[src/rtl/adder_arbiter.sv]
// adder_arbiter: round-robin front end that shares one clocked adder among
// NREQ requesters. It runs one operation at a time, waits the adder latency,
// and returns the sum tagged with the requester index.
module adder_arbiter #(
    parameter int NREQ    = 4,
    parameter int WIDTH   = 16,
    parameter int ADD_LAT = 1
) (
    input  logic                    clk,
    input  logic                    rst,
    input  logic [NREQ-1:0]         req_valid,
    output logic [NREQ-1:0]         req_ready,
    input  logic [NREQ*WIDTH-1:0]   req_a,
    input  logic [NREQ*WIDTH-1:0]   req_b,
    output logic [WIDTH-1:0]        add_a,
    output logic [WIDTH-1:0]        add_b,
    input  logic [WIDTH:0]          add_sum,
    output logic                    rsp_valid,
    input  logic                    rsp_ready,
    output logic [WIDTH:0]          rsp_sum,
    output logic [$clog2(NREQ)-1:0] rsp_id,
    output logic                    busy
);
    localparam int IDW = $clog2(NREQ);
    localparam int CW  = (ADD_LAT > 1) ? $clog2(ADD_LAT) : 1;

    typedef enum logic [1:0] {
        IDLE,
        WAIT,
        RESP
    } state_t;

    state_t           state_q, state_d;
    logic [IDW-1:0]   ptr_q, ptr_d;
    logic [CW-1:0]    cnt_q, cnt_d;
    logic [WIDTH-1:0] add_a_q, add_a_d;
    logic [WIDTH-1:0] add_b_q, add_b_d;
    logic             rsp_valid_q, rsp_valid_d;
    logic [WIDTH:0]   rsp_sum_q, rsp_sum_d;
    logic [IDW-1:0]   rsp_id_q, rsp_id_d;
    logic             busy_q, busy_d;

    logic             gnt_found;
    logic [IDW-1:0]   gnt_idx;
    int unsigned      scan_idx;

    // Round-robin search: first valid requester at or after ptr, wrapping
    always_comb begin
        gnt_found = 1'b0;
        gnt_idx   = '0;
        scan_idx  = 0;
        for (int unsigned k = 0; k < NREQ; k++) begin
            scan_idx = (32'(ptr_q) + k) % NREQ;
            if (!gnt_found && req_valid[IDW'(scan_idx)]) begin
                gnt_found = 1'b1;
                gnt_idx   = IDW'(scan_idx);
            end
        end
    end

    // One-hot accept to the granted requester, only while idle and out of reset
    always_comb begin
        req_ready = '0;
        if (state_q == IDLE && gnt_found && !rst) begin
            req_ready[gnt_idx] = 1'b1;
        end
    end

    // Next-state and next-output computation for the sequencer
    always_comb begin
        state_d     = state_q;
        ptr_d       = ptr_q;
        cnt_d       = cnt_q;
        add_a_d     = add_a_q;
        add_b_d     = add_b_q;
        rsp_valid_d = rsp_valid_q;
        rsp_sum_d   = rsp_sum_q;
        rsp_id_d    = rsp_id_q;
        case (state_q)
            IDLE: begin
                if (gnt_found) begin
                    add_a_d  = req_a[gnt_idx*WIDTH +: WIDTH];
                    add_b_d  = req_b[gnt_idx*WIDTH +: WIDTH];
                    rsp_id_d = gnt_idx;
                    ptr_d    = (gnt_idx == IDW'(NREQ-1)) ? '0 : gnt_idx + 1'b1;
                    cnt_d    = CW'(ADD_LAT-1);
                    state_d  = WAIT;
                end
            end
            WAIT: begin
                if (cnt_q != '0) begin
                    cnt_d = cnt_q - 1'b1;
                end else begin
                    rsp_sum_d   = add_sum;
                    rsp_valid_d = 1'b1;
                    state_d     = RESP;
                end
            end
            RESP: begin
                if (rsp_ready) begin
                    rsp_valid_d = 1'b0;
                    state_d     = IDLE;
                end
            end
            default: state_d = IDLE;
        endcase
        busy_d = (state_d != IDLE);
    end

    // State and registered outputs; reset discards any in-flight operation
    always_ff @(posedge clk or posedge rst) begin
        if (rst) begin
            state_q     <= IDLE;
            ptr_q       <= '0;
            cnt_q       <= '0;
            add_a_q     <= '0;
            add_b_q     <= '0;
            rsp_valid_q <= 1'b0;
            rsp_sum_q   <= '0;
            rsp_id_q    <= '0;
            busy_q      <= 1'b0;
        end else begin
            state_q     <= state_d;
            ptr_q       <= ptr_d;
            cnt_q       <= cnt_d;
            add_a_q     <= add_a_d;
            add_b_q     <= add_b_d;
            rsp_valid_q <= rsp_valid_d;
            rsp_sum_q   <= rsp_sum_d;
            rsp_id_q    <= rsp_id_d;
            busy_q      <= busy_d;
        end
    end

    assign add_a     = add_a_q;
    assign add_b     = add_b_q;
    assign rsp_valid = rsp_valid_q;
    assign rsp_sum   = rsp_sum_q;
    assign rsp_id    = rsp_id_q;
    assign busy      = busy_q;

endmodule

[config.mk]
export PLATFORM = sky130hd
export DESIGN_NAME = adder_arbiter
export DESIGN_NICKNAME = d
export VERILOG_FILES = /design/src/rtl/adder_arbiter.sv
export SDC_FILE = /design/constraint.sdc
export NUM_CORES = 1
export LEC_CHECK = 0
export ABC_CLOCK_PERIOD_IN_PS = 6600
export CAP_MARGIN = 25
export CORE_AREA = 5 5 97 99
export CTS_CLUSTER_DIAMETER = 60
export DETAILED_ROUTE_END_ITERATION = 8
export DIE_AREA = 0 0 102 104
export PLACE_DENSITY = 0.84
export SYNTH_ARGS = -nofsm -noshare
export SYNTH_HDL_FRONTEND = slang
export SYNTH_SLANG_ARGS = --single-unit
[constraint.sdc]
create_clock -name clk -period 6.6 [get_ports clk]
set_input_delay 1.32 -clock clk [delete_from_list [all_inputs] [get_ports clk]]
set_output_delay 1.32 -clock clk [all_outputs]
set_load 0.03 [all_outputs]
==> impl_metrics.yaml <==
run_status:
  status: "finished clean"
drt:
  drt_iter0_drc: 93
  vias: 2959
  ant_nets: 0
  via_per_inst: 5.041
  drtPass1Iterations: 4
  routedWlPerCell_um: 17.48
  drt_drc_violations_left: 0
  wl_mm: 10.26
yosys:
  synth_top_area_share_pct: 44.60
  syn_area_um2: 3198
  synth_largest_area_cell: "dfrtp_1"
  syn_area_per_cell_um2: 11.89
  synth_area_leaders: "dfrtp_1 45%, mux2i_1 20%, o221ai_1 8.8%"
  ys_warn_count: 0
  synthArstFlopShare_pct: 100.0
  synth_top_flop_cell: "dfrtp_1"
  synth_edf_count: 0
  synth_nets: 425
  synthCells: 269
  yosysMostFrequentCell: "mux2i_1"
  synthDistinctLibCells: 35
  yosysSeqAreaShare_pct: 44.60
  yosys-top-cells-count: "64 x mux2i_1, 57 x dfrtp_1, 39 x nand2_1"
  ys_ff_latch: 57
min_path:
  min_from: "rsp_id[0]"
  hold_path_class: "reg -> reg"
  min_path_cells: 1
  worstHoldEndpoint: "rsp_id[0]"
floorplan:
  start_util_pct: 37.78
  num_rows: 34
  fp.coreArea_um2: 8466
  die_area_um2: 10610
  die_x_um: 102
  die_h_um: 104
  ioPinCount: 209
setup_path:
  critPathCaptureType: "output pin"
  reg2reg_setup_slack_ns: 4.31
  critPathKind: "in -> out"
  r2r-end: "add_a[2]"
  max_stage_delay_ns: 0.61
  required_ns: 5.28
  r2r-start: "ptr_q[0]"
  arrival_ns: 3.72
  reg2regPathDepth: 6
  path_max_fanout: 39
  path_buf_inv: 5
  startpoint_type: "input port"
  crit_family: "buffers and inverters"
  crit_chain: "clkdlybuf4s50_1 > nor2_2 > inv_2 > o31ai_4 > buf_4 > inv_2 > and3_1 > clkdlybuf4s50_1"
  critPathSlowestCell: "clkdlybuf4s50_1"
global_routing:
  grt_antenna_before_repair: 0
  grt_max_degree: 45
  grt_pass1_vias: 3261
  grt_pass1_wl_mm: 15.97
  grtUsageTotal_pct: 18.96
  overflow: 0
clock_network:
  cts_tree: "yes"
  cts_resized: 0
  cts_buffer_depth: 2
  cts.sinks: 57
  hold_buffers: 0
  clk_latency_ns: 0.32
  postCtsSetupRepairBufs: 0
  numCtsBuffers: 9
  cts.clk_slew.worst_paths_ns: 0.06
  cts-root-buf: "clkbuf_8"
  cts-htree-levels: 3
timing:
  setup_violations: 0
  drv_slew: 0
  tns_ns: 0
  fin_skew_ns: 0.006714
  max-slew-margin-rel_pct: 52.09
  tightestPinTransition_ns: 0.7187
  rsz0062_at_grt: "no"
  fin_crit_sh_pct: 76.44
  clock.fmax_ghz: 0.1982
  period_minus_slack_ns: 5.045
  hold_viol: 0
cells_and_area:
  num_antenna_cells: 0
  fin_util_pct: 64.34
  drive_above_1_share_pct: 10.23
  fin_nets: 630
  fillers: 689
  area_growth_pct: 70.31
place:
  gp_congestion: 0.7281
  dpl.hpwl_mm: 8.094
  port_buffers: 208
power_and_ir_drop:
  irDropWorstVdd_uv: 214.3
  p_total_mw: 2.435
  p_leak_nw: 2.443
  powerDensity_nw_per_um2: 447.0
run:
  maxCapViolCount: 0
-- area by class of cell --
| class | instances | area (µm²) | share of cell area [%] |
|---|---|---|---|
| clock inverters | 3 | 40.04 | 0.7351 |
| multi-input cells | 185 | 1546 | 28.39 |
| flip-flops and latches | 57 | 1426 | 26.19 |
| well taps | 108 | 135.1 | 2.481 |
| inverters | 8 | 30.03 | 0.5513 |
| repair buffers | 213 | 2120 | 38.92 |
| clock buffers | 13 | 148.9 | 2.734 |
-- worst register-to-register path, cell delays in order (launching register included) --
cell and delay (ns):
dfrtp_1 0.41, and2b_1 0.26, a21oi_2 0.07, a31oi_4 0.26, buf_4 0.61, mux2i_1 0.37
o221ai_1 0.16
-- cell families after synthesis --
kind of cell	Yosys count	synth area share (%)
AO/OA/AOI/OAI	43	12.25
adder cells (fa/ha/maj)	4	1.565
buffers and inverters	27	7.042
flip-flops	57	44.60
multiplexers	81	26.02
AND/OR/NAND/NOR	57	8.529
-- cells in the final DEF (no fill, tap or decap), drive strengths merged --
master / count
nor2: 5
a21o: 1
nand2b: 1
o31ai: 1
nand3: 1
mux2i: 64
ha: 4
mux2: 17
nor4: 1
bufinv: 1
and2b: 2
a31oi: 2
dfrtp: 57
nand2: 41
clkinv: 2
o221ai: 32
clkbuf: 13
inv: 8
a21boi: 1
nor3: 1
o32ai: 1
a211oi: 1
a21oi: 2
clkdlybuf4s50: 208
o21ai: 2
nor2b: 1
buf: 5
and3: 4
-- registers in the layout, summed over array words and instances, names as in the netlist --
name,count
add_b,16
state_q,2
rsp_valid,1
add_a,16
rsp_sum,17
rsp_id,2
busy,1
ptr_q,2
-- worst max-delay path by stage --
stage	startpoint	endpoint	slack (ns)	cells after the start
floorplan	rst	req_ready[0]	2.22	2
global placement	req_valid[1]	req_ready[2]	1.61	8
detailed placement	req_valid[1]	req_ready[2]	1.53	8
CTS	req_valid[1]	req_ready[2]	1.53	8
global route	req_valid[1]	req_ready[3]	1.39	8
finish	req_valid[1]	req_ready[2]	1.56	8
-- metrics by stage --
step | cells | hold slack [ns] | area (µm²) | worst slack (ns)
2_1_floorplan | 269 | 0.4951 | 3198 | 2.221
5_1_grt | 587 | 0.5162 | 5446 | 1.388
6_report | 587 | 0.4842 | 5446 | 1.555
4_1_cts | 587 | 0.4903 | 5446 | 1.529
3_3_place_gp | 571 | 0.4608 | 5258 | 1.612
3_5_place_dp | 571 | 0.4705 | 5258 | 1.527
-- layer usage --
metal / vias to the layer above / GRT usage, % / part of all wire, %
met5: - / 0 / 0
met4: 0 / 5.436 / 1.3
met3: 14 / 6.372 / 9.6
met2: 134 / 34.31 / 53
met1: 1404 / 20.58 / 36
li1: 1407 / - / -
-- where the power goes --
part           internal (mW)  switching, mW  leakage (nW)  total, mW
Sequential             0.530          0.102         0.690      0.633
Combinational          0.670          0.819          1.66       1.49
Clock                  0.184          0.129        0.0974      0.313
No activity file was read; power rests on OpenSTA's default activity.
